===== src/rtl/mem_pkg.sv =====
// Shared definitions for the memory-access stage: funct3 codes, FSM state
// encoding, byte-lane widths and small size/alignment helpers.
package mem_pkg;

  localparam int MASK_W = 8;  // byte enables per doubleword
  localparam int OFF_W  = 3;  // byte offset within a doubleword

  localparam logic [2:0] F3_B  = 3'b000;
  localparam logic [2:0] F3_H  = 3'b001;
  localparam logic [2:0] F3_W  = 3'b010;
  localparam logic [2:0] F3_D  = 3'b011;
  localparam logic [2:0] F3_BU = 3'b100;
  localparam logic [2:0] F3_HU = 3'b101;
  localparam logic [2:0] F3_WU = 3'b110;

  typedef enum logic [1:0] {
    IDLE = 2'd0,
    REQ  = 2'd1,
    WAIT = 2'd2
  } state_t;

  // Unshifted byte-enable pattern for an access of the given size code.
  function automatic logic [MASK_W-1:0] size_byte_mask(input logic [1:0] sz);
    case (sz)
      2'b00:   size_byte_mask = 8'h01;
      2'b01:   size_byte_mask = 8'h03;
      2'b10:   size_byte_mask = 8'h0F;
      default: size_byte_mask = 8'hFF;
    endcase
  endfunction

  // Low address bits that must be zero for a naturally aligned access.
  function automatic logic [OFF_W-1:0] align_mask(input logic [1:0] sz);
    case (sz)
      2'b00:   align_mask = 3'b000;
      2'b01:   align_mask = 3'b001;
      2'b10:   align_mask = 3'b011;
      default: align_mask = 3'b111;
    endcase
  endfunction

  // Fold illegal funct3 encodings onto the doubleword access.
  function automatic logic [2:0] norm_f3(input logic [2:0] f3, input logic is_store);
    if (is_store)
      norm_f3 = f3[2] ? F3_D : f3;
    else
      norm_f3 = (f3 == 3'b111) ? F3_D : f3;
  endfunction

endpackage


===== src/rtl/mem_align.sv =====
// Byte-lane steering for the memory stage: builds the store data/mask for a
// doubleword bus and extracts/extends load data from the returned doubleword.
// Purely combinational.
module mem_align
  import mem_pkg::*;
#(
  parameter int XLEN = 64
) (
  input  logic [2:0]        i_st_f3,
  input  logic [OFF_W-1:0]  i_st_off,
  input  logic [XLEN-1:0]   i_store_data,
  output logic [XLEN-1:0]   o_wdata,
  output logic [MASK_W-1:0] o_wmask,
  input  logic [2:0]        i_ld_f3,
  input  logic [OFF_W-1:0]  i_ld_off,
  input  logic [XLEN-1:0]   i_rdata,
  output logic [XLEN-1:0]   o_ld_data
);

  logic [XLEN-1:0] w_sh;

  // Store lanes: shift data and enables up to the byte offset; a mask that
  // crosses the doubleword simply loses its upper bits.
  always_comb begin
    o_wdata = i_store_data << {i_st_off, 3'b000};
    o_wmask = size_byte_mask(i_st_f3[1:0]) << i_st_off;
  end

  // Load lanes: bring the addressed bytes down to bit 0, then extend.
  always_comb begin
    w_sh = i_rdata >> {i_ld_off, 3'b000};
    case (i_ld_f3)
      F3_B:    o_ld_data = {{(XLEN-8){w_sh[7]}}, w_sh[7:0]};
      F3_H:    o_ld_data = {{(XLEN-16){w_sh[15]}}, w_sh[15:0]};
      F3_W:    o_ld_data = {{(XLEN-32){w_sh[31]}}, w_sh[31:0]};
      F3_BU:   o_ld_data = {{(XLEN-8){1'b0}}, w_sh[7:0]};
      F3_HU:   o_ld_data = {{(XLEN-16){1'b0}}, w_sh[15:0]};
      F3_WU:   o_ld_data = {{(XLEN-32){1'b0}}, w_sh[31:0]};
      default: o_ld_data = w_sh;
    endcase
  end

endmodule


===== src/rtl/mem_stage.sv =====
// Memory-access pipeline stage. Non-memory instructions pass through with one
// cycle of latency; loads/stores run one valid/ready request on the data bus,
// wait for the response and retire with registered writeback outputs.
// Optional build macro: MEM_MISALIGN_CHECK_EN (adds misalign_exc and retires
// misaligned accesses without touching memory).
module mem_stage
  import mem_pkg::*;
#(
  parameter int XLEN   = 64,
  parameter int REG_AW = 5
) (
  input  logic              clk,
  input  logic              rst,
  input  logic              in_valid,
  output logic              in_ready,
  input  logic              mem_rd,
  input  logic              mem_wr,
  input  logic [2:0]        mem_funct3,
  input  logic [XLEN-1:0]   alu_result,
  input  logic [XLEN-1:0]   store_data,
  input  logic [REG_AW-1:0] rd_addr,
  input  logic              rd_wen,
  output logic              dmem_req_valid,
  input  logic              dmem_req_ready,
  output logic [XLEN-1:0]   dmem_addr,
  output logic              dmem_wen,
  output logic [XLEN-1:0]   dmem_wdata,
  output logic [MASK_W-1:0] dmem_wmask,
  input  logic              dmem_rsp_valid,
  input  logic [XLEN-1:0]   dmem_rdata,
  output logic              out_valid,
  output logic [REG_AW-1:0] out_rd_addr,
  output logic              out_rd_wen,
  output logic [XLEN-1:0]   out_rd_data
`ifdef MEM_MISALIGN_CHECK_EN
  ,output logic             misalign_exc
`endif
);

  state_t            r_state;
  logic [XLEN-1:0]   r_addr;
  logic [2:0]        r_f3;
  logic [REG_AW-1:0] r_rd_addr;
  logic              r_rd_wen;
  logic              r_is_load;
  logic              r_req_valid;
  logic              r_wen;
  logic [XLEN-1:0]   r_wdata;
  logic [MASK_W-1:0] r_wmask;
  logic              r_out_valid;
  logic [REG_AW-1:0] r_out_rd_addr;
  logic              r_out_rd_wen;
  logic [XLEN-1:0]   r_out_rd_data;

  logic              w_is_mem;
  logic              w_is_store;
  logic [2:0]        w_f3;
  logic              w_wen_eff;
  logic [XLEN-1:0]   w_st_wdata;
  logic [MASK_W-1:0] w_st_wmask;
  logic [XLEN-1:0]   w_ld_data;

  // A load wins when both mem_rd and mem_wr are set.
  assign w_is_mem   = mem_rd | mem_wr;
  assign w_is_store = mem_wr & ~mem_rd;
  assign w_f3       = norm_f3(mem_funct3, w_is_store);
  assign w_wen_eff  = rd_wen && (rd_addr != '0);

  mem_align #(.XLEN(XLEN)) u_align (
    .i_st_f3      (w_f3),
    .i_st_off     (alu_result[OFF_W-1:0]),
    .i_store_data (store_data),
    .o_wdata      (w_st_wdata),
    .o_wmask      (w_st_wmask),
    .i_ld_f3      (r_f3),
    .i_ld_off     (r_addr[OFF_W-1:0]),
    .i_rdata      (dmem_rdata),
    .o_ld_data    (w_ld_data)
  );

`ifdef MEM_MISALIGN_CHECK_EN
  logic w_misalign;
  logic r_misalign_exc;
  assign w_misalign   = (alu_result[OFF_W-1:0] & align_mask(w_f3[1:0])) != '0;
  assign misalign_exc = r_misalign_exc;
`endif

  // Control FSM plus the request and writeback registers it loads.
  always_ff @(posedge clk or negedge rst) begin
    if (!rst) begin
      r_state       <= IDLE;
      r_addr        <= '0;
      r_f3          <= '0;
      r_rd_addr     <= '0;
      r_rd_wen      <= 1'b0;
      r_is_load     <= 1'b0;
      r_req_valid   <= 1'b0;
      r_wen         <= 1'b0;
      r_wdata       <= '0;
      r_wmask       <= '0;
      r_out_valid   <= 1'b0;
      r_out_rd_addr <= '0;
      r_out_rd_wen  <= 1'b0;
      r_out_rd_data <= '0;
`ifdef MEM_MISALIGN_CHECK_EN
      r_misalign_exc <= 1'b0;
`endif
    end else begin
      r_out_valid <= 1'b0;
`ifdef MEM_MISALIGN_CHECK_EN
      r_misalign_exc <= 1'b0;
`endif
      case (r_state)
        IDLE: begin
          if (in_valid) begin
            if (w_is_mem) begin
`ifdef MEM_MISALIGN_CHECK_EN
              if (w_misalign) begin
                r_out_valid    <= 1'b1;
                r_misalign_exc <= 1'b1;
                r_out_rd_addr  <= rd_addr;
                r_out_rd_wen   <= 1'b0;
                r_out_rd_data  <= '0;
              end else
`endif
              begin
                r_addr      <= alu_result;
                r_f3        <= w_f3;
                r_rd_addr   <= rd_addr;
                r_rd_wen    <= w_wen_eff & ~w_is_store;
                r_is_load   <= ~w_is_store;
                r_wen       <= w_is_store;
                r_wdata     <= w_is_store ? w_st_wdata : '0;
                r_wmask     <= w_is_store ? w_st_wmask : '0;
                r_req_valid <= 1'b1;
                r_state     <= REQ;
              end
            end else begin
              r_out_valid   <= 1'b1;
              r_out_rd_addr <= rd_addr;
              r_out_rd_wen  <= w_wen_eff;
              r_out_rd_data <= alu_result;
            end
          end
        end
        REQ: begin
          if (dmem_req_ready) begin
            r_req_valid <= 1'b0;
            r_state     <= WAIT;
          end
        end
        WAIT: begin
          if (dmem_rsp_valid) begin
            r_out_valid   <= 1'b1;
            r_out_rd_addr <= r_rd_addr;
            r_out_rd_wen  <= r_rd_wen;
            r_out_rd_data <= r_is_load ? w_ld_data : '0;
            r_state       <= IDLE;
          end
        end
        default: r_state <= IDLE;
      endcase
    end
  end

  assign in_ready       = (r_state == IDLE);
  assign dmem_req_valid = r_req_valid;
  assign dmem_addr      = {r_addr[XLEN-1:OFF_W], {OFF_W{1'b0}}};
  assign dmem_wen       = r_wen;
  assign dmem_wdata     = r_wdata;
  assign dmem_wmask     = r_wmask;
  assign out_valid      = r_out_valid;
  assign out_rd_addr    = r_out_rd_addr;
  assign out_rd_wen     = r_out_rd_wen;
  assign out_rd_data    = r_out_rd_data;

endmodule

===== config.mk =====
export PLATFORM = sky130hd
export DESIGN_NAME = mem_stage
export DESIGN_NICKNAME = d
export VERILOG_FILES = /design/src/rtl/mem_pkg.sv /design/src/rtl/mem_align.sv /design/src/rtl/mem_stage.sv
export SDC_FILE = /design/constraint.sdc
export NUM_CORES = 1
export LEC_CHECK = 0
export CORE_UTILIZATION = 47
export CTS_CLUSTER_SIZE = 8
export DETAILED_ROUTE_END_ITERATION = 10
export PLACE_DENSITY = 0.89
export SYNTH_ARGS = -nofsm -noshare
export SYNTH_HDL_FRONTEND = slang
export SYNTH_SLANG_ARGS = --single-unit

===== constraint.sdc =====
create_clock -name clk -period 2.25 [get_ports clk]
set_input_delay 0.45 -clock clk [delete_from_list [all_inputs] [get_ports clk]]
set_output_delay 0.45 -clock clk [all_outputs]
set_load 0.03 [all_outputs]

After elaboration in Yosys (flattened, before gate mapping)
Index checks and enable logic that the tools add are counted.
{ "word_totals": {"register_bits": 221, "input_bits": 208, "out_inout_bits": 210, "wordCells": 81} }
{ "op_classes": {"eq_ne": 15, "shift": 3, "n_mux": 33, "n_bitwise": 5, "n_reduce_logical": 11} }
{ "op_table": {"columns": ["operator", "count"], "rows": [
  ["$pmux 64 s6", 1],
  ["$mux 64", 5],
  ["$pmux 64 s2", 1],
  ["$shl 64x6->64", 1],
  ["$shr 64x6->64", 1],
  ["$pmux 8 s3", 1],
  ["$mux 5", 3],
  ["$eq 3x3->1 const B", 4],
  ["$reduce_and 4->1", 3],
  ["$mux 2", 5],
  ["$pmux 5 s2", 1],
  ["$mux 1", 9],
  ["$mux 8", 1],
  ["$ne 2x2->1 const B", 4],
  ["$shl 8x3->8", 1],
  ["$mux 3", 2],
  ["$pmux 1 s2", 3],
  ["$pmux 2 s3", 1],
  ["$reduce_bool 5->1", 1],
  ["$eq 2x1->1 const B", 2],
  ["$eq 2x2->1 const B", 2],
  ["$logic_not 2->1", 2],
  ["$reduce_bool 2->1", 2],
  ["$eq 3x1->1 const B", 1],
  ["other kinds (8)", 10]
]} }

Logic depth before layout (Yosys ltp)
{ "depth": {"ltp_word": 7, "depth_mapped": 9, "depth_no_buf": 6} }

Cells and area by module
From an unflattened synthesis, not the netlist that was laid out.
{ "unflattened": {"cells_unflattened": 1351, "area_unflattened_um2": 13324.0} }
{ "modules_own_cells": {"columns": ["module", "instances", "cells_per_inst", "area_each_um2", "seq_area_each_um2"], "rows": [
  ["mem_stage", 1, 801, 9208.8, 5530.3],
  ["mem_align", 1, 550, 4115.2, 0.0]
]} }

Worst setup path before layout
No wires, ideal clock.
{ "synth_path": {"path_type": "flip-flop to flip-flop", "startpoint": "register r_addr[0]", "endpoint": "register r_out_rd_data[35] (netlist: out_rd_data[35])", "setup_ns": 0.125, "arrival_time_ns": 1.924, "required_ns": 2.125, "slack_ns": 0.201, "stages_incl_launch_ff": 9, "n_path_buf": 3, "synth_period_minus_slack_ns": 2.049, "cell_sequence": "dfrtp_1 -> buf_6 -> buf_6 -> mux2_4 -> a2bb2oi_1 -> and4_4 -> o41ai_4 -> buf_6 -> o21ai_2"} }
{ "synth_via": {"elab_chain_cells": 5} }
{ "synth_rtl": {"columns": ["item", "line_no", "source"], "rows": [
  ["start, declared", "mem_stage.sv:41", "logic [XLEN-1:0] r_addr;"],
  ["start signal, assigned", "mem_stage.sv:127", "r_addr <= alu_result;"],
  ["$shr 64x6->64", "mem_align.sv:31", "w_sh = i_rdata >> {i_ld_off, 3'b000};"],
  ["$pmux 64 s6", "mem_align.sv:32", "case (i_ld_f3)"],
  ["$mux 64", "mem_stage.sv:157", "r_out_rd_data <= r_is_load ? w_ld_data : '0;"],
  ["$mux 64", "mem_stage.sv:153", "if (dmem_rsp_valid) begin"],
  ["$pmux 64 s2", "mem_stage.sv:113", "case (r_state)"],
  ["end signal, assigned", "mem_stage.sv:142", "r_out_rd_data <= alu_result;"],
  ["end signal, assigned", "mem_stage.sv:157", null],
  ["end, declared", "mem_stage.sv:53", "logic [XLEN-1:0] r_out_rd_data;"]
]} }
Every way passes these cells. The select of a mux whose other input is x is not followed.
A chain may end at the register's enable or synchronous reset.

Worst setup path after layout
{ "layout_path": {"startpoint": "register r_addr[0]", "endpoint": "register r_out_rd_data[51] (netlist: out_rd_data[51])"} }
The elaborated chain is that of the path after synthesis.

==> results.json <==
{
  "status": "finished, violations left",
  "violations": "DRC",
  "rows": 59,
  "seq_area_um2": 5535,
  "core_area_um2": 26210,
  "crit_path_top_delay_cell": "dfrtp_4",
  "drive_above_1_share": 0.1984,
  "wl_mm": 48.51,
  "stdcell_area_um2": 18280,
  "synth_top_area_cell": "dfrtp_1",
  "setup_viol_count_final": 0,
  "wl_per_cell_um": 25.26,
  "finClkSkew_ns": 0.01188,
  "hold_violations": 0,
  "endpoint_kind": "flip-flop",
  "worstPathRequired_ns": 2.66,
  "clkTransAtPathRegs_ns": 0.05,
  "sequentialPowerShare": 0.282,
  "grt_max_degree": 57,
  "die_w_um": 165.9,
  "via_count": 11770,
  "cellPowerDensity_nw_per_um2": 1236,
  "grt_pass1_wl_mm": 72.92,
  "cts_buffers": 31,
  "drtPass1Iterations": 9,
  "layout.nets": 1791,
  "r2r_slack_ns": 0.02,
  "synth-edff-count": 0,
  "max_slew_margin": 0.5965,
  "period_needed_ns": 2.232,
  "drv_cap": 0,
  "fmax_mhz": 448.0,
  "cts_tree": "yes",
  "internal-power_mw": 13.17,
  "nFillCells": 1843,
  "area_growth_pct": 44.79,
  "cp_cell_sequence": "mux2_2, nor2_1, nor4_4, o41ai_4, buf_12, o21ai_2",
  "ys_seq_area_frac": 0.4380,
  "clock_sinks": 221,
  "route.detailed.drc": 31,
  "grt_use_met3": 0.09795,
  "worst-slew-pin-transition_ns": 0.6052,
  "antenna_left": 0,
  "synthTopCellsByArea": "dfrtp_1 44%, mux2_2 7.6%, mux2i_1 7.5%",
  "die_area_um2": 27530,
  "syn_area_um2": 12630,
  "cts.htree.levels": 1,
  "gp_congestion": 0.9533,
  "synth-async-reset-ratio": 1.000,
  "syn_inst": 1183,
  "synth_seq_cells": 221,
  "portBuffers": 414,
  "met1_usage": 0.3765,
  "placed_area_um2": 17410,
  "leakage_nw": 7.828,
  "max_stage_delay_ns": 0.56,
  "clkPwrFrac": 0.181,
  "start_util": 0.4818,
  "final_util": 0.6976,
  "total_power_mw": 22.59,
  "switching_share": 0.4171,
  "grt_pass1_vias": 12073,
  "grt_overflow_total": 0,
  "critical_path_arrival_ns": 2.64,
  "io_pins": 418,
  "criticalPathCategory": "reg -> reg",
  "syn_avg_cell_area_um2": 10.67,
  "synth_common_cells": "221 x dfrtp_1, 108 x nand2_1, 95 x mux2i_1",
  "cp_top_family": "flip-flops",
  "synth_top_area_frac": 0.4380,
  "root_buffer": "clkbuf_16",
  "grt_antenna_before_repair": 2,
  "die_h_um": 165.9,
  "reg2reg_from": "r_addr[0]",
  "met2_usage": 0.6157,
  "critPathLaunchType": "flip-flop",
  "p_sw_mw": 9.423,
  "grt_setup_unrepaired": "true",
  "routed_via_density": 6.130,
  "ys.flop_type": "dfrtp_1",
  "reg2reg_to": "out_rd_data[51]",
  "p_comb_frac": 0.536,
  "cts_buffer_depth": 3,
  "multiInputGateArea_um2": 6180,
  "insertion_delay_ns": 0.55,
  "drtIter0Drc": 1286,
  "slew_violations": 0,
  "r2r_cells": 6,
  "path_buf_inv": 1,
  "max-vdd-ir-drop_uv": 608.7,
  "busiest_layer": "met2",
  "cp_max_fo": 31,
  "grtUsageTotal": 0.3459,
  "ys_warn_count": 0,
  "dp_hpwl_mm": 36.68,
  "yosysMostFrequentCell": "dfrtp_1",
  "yosysUniqueCellTypes": 61,
  "hold_path_class": "in -> async",
  "min_period_over_period": 0.9921
}
## stage by stage
step / cells / hold WS (ns) / setup WS [ns] / setup TNS [ns]
5_1_grt: 1920 / 0.4722 / -0.05784 / -0.08479
3_5_place_dp: 1882 / 0.4291 / -0.2607 / -9.898
3_3_place_gp: 1882 / 0.4197 / -0.2243 / -7.408
6_report: 1920 / 0.4457 / 0.01775 / 0
2_1_floorplan: 1185 / 0.1544 / 0.2009 / 0
4_1_cts: 1916 / 0.4369 / 0.009722 / 0
## worst max path at each step
| stage | from | endpoint | depth (start not counted) |
|---|---|---|---|
| floorplan | r_addr[0] | out_rd_data[35] | 8 |
| CTS | r_addr[0] | out_rd_data[10] | 5 |
| finish | r_addr[0] | out_rd_data[51] | 6 |
| global placement | dmem_rdata[23] | out_rd_data[63] | 7 |
| global route | r_addr[0] | out_rd_data[63] | 6 |
| detailed placement | dmem_rdata[31] | out_rd_data[63] | 7 |
## registers in the layout (all words and copies together), names as in the netlist, 2 cells and up
signal       cells
r_rd_addr        5
out_rd_addr      5
dmem_wmask       8
r_addr          64
dmem_wdata      64
r_state          2
out_rd_data     64
r_f3             3
## worst register-to-register path, cell delays in order (launching register included)
cell and delay [ns]:
dfrtp_4 0.56, mux2_2 0.39, nor2_1 0.22, nor4_4 0.10
o41ai_4 0.41, buf_12 0.30, o21ai_2 0.12
## routing by layer
layer / vias up / routed length (um)
li1: 5103 / -
met1: 5809 / 16660
met3: 136 / 4720
met4: 0 / 2650
met2: 722 / 24470
met5: - / 0
## power by group through the flow
| stage | clock [mW] | combinational [mW] | sequential (mW) |
|---|---|---|---|
| after floorplan | 0 | 5.85 | 7.71 |
| after global placement | 0 | 11.7 | 6.31 |
| after detailed placement | 0 | 11.9 | 6.39 |
| after CTS | 4.15 | 12.0 | 6.34 |
| after global routing | 4.29 | 12.7 | 6.50 |
| final | 4.10 | 12.1 | 6.38 |
## cells by family after synthesis
logic type | Yosys count | share of synthesized area
buffers and inverters | 178 | 0.07679
AND/OR/NAND/NOR | 253 | 0.1018
multiplexers | 211 | 0.2058
other | 1 | 0.0002970
flip-flops | 221 | 0.4380
AO/OA/AOI/OAI | 319 | 0.1774
## final cells by class
cell class	instances	area share
inverter	14	0.002874
multi-input combinational	786	0.3380
antenna	2	0.0002737
clock buffer	33	0.04339
timing repair buffer	529	0.2898
tap	335	0.02293
sequential	221	0.3028
## placed cells by master, fill, tap and decap left out, types with 4 or more instances in the layout
master | Yosys | layout
a211o_1 | 8 | 8
a211oi_1 | 10 | 10
a21oi_1 | 46 | 46
a221oi_1 | 7 | 7
a222oi_1 | 8 | 8
a22o_1 | 27 | 27
a22oi_1 | 32 | 32
a31oi_1 | 29 | 29
a32oi_1 | 8 | 8
and2_1 | 5 | 5
buf_12 | 0 | 20
buf_4 | 65 | 92
clkbuf_16 | 0 | 32
clkdlybuf4s50_1 | 0 | 410
dfrtp_1 | 221 | 219
inv_1 | 13 | 13
mux2_2 | 85 | 85
mux2i_1 | 95 | 93
mux4_2 | 30 | 30
nand2_1 | 108 | 106
nand2b_1 | 24 | 24
nor2_1 | 40 | 39
nor2b_1 | 20 | 20
nor3_1 | 9 | 9
nor3b_1 | 24 | 23
o21a_1 | 4 | 4
o21ai_0 | 70 | 70
o21ai_2 | 30 | 30
o221ai_1 | 15 | 15
o22a_1 | 8 | 8
## timing repair
action,4_1_cts,5_1_grt
hold endpoints to repair,51,0
hold buffers,1,0
setup buffers,0,1
gates cloned,0,1
resized for setup,2,6
setup endpoints to repair,5,12
Power figures use the tool's default switching activity.
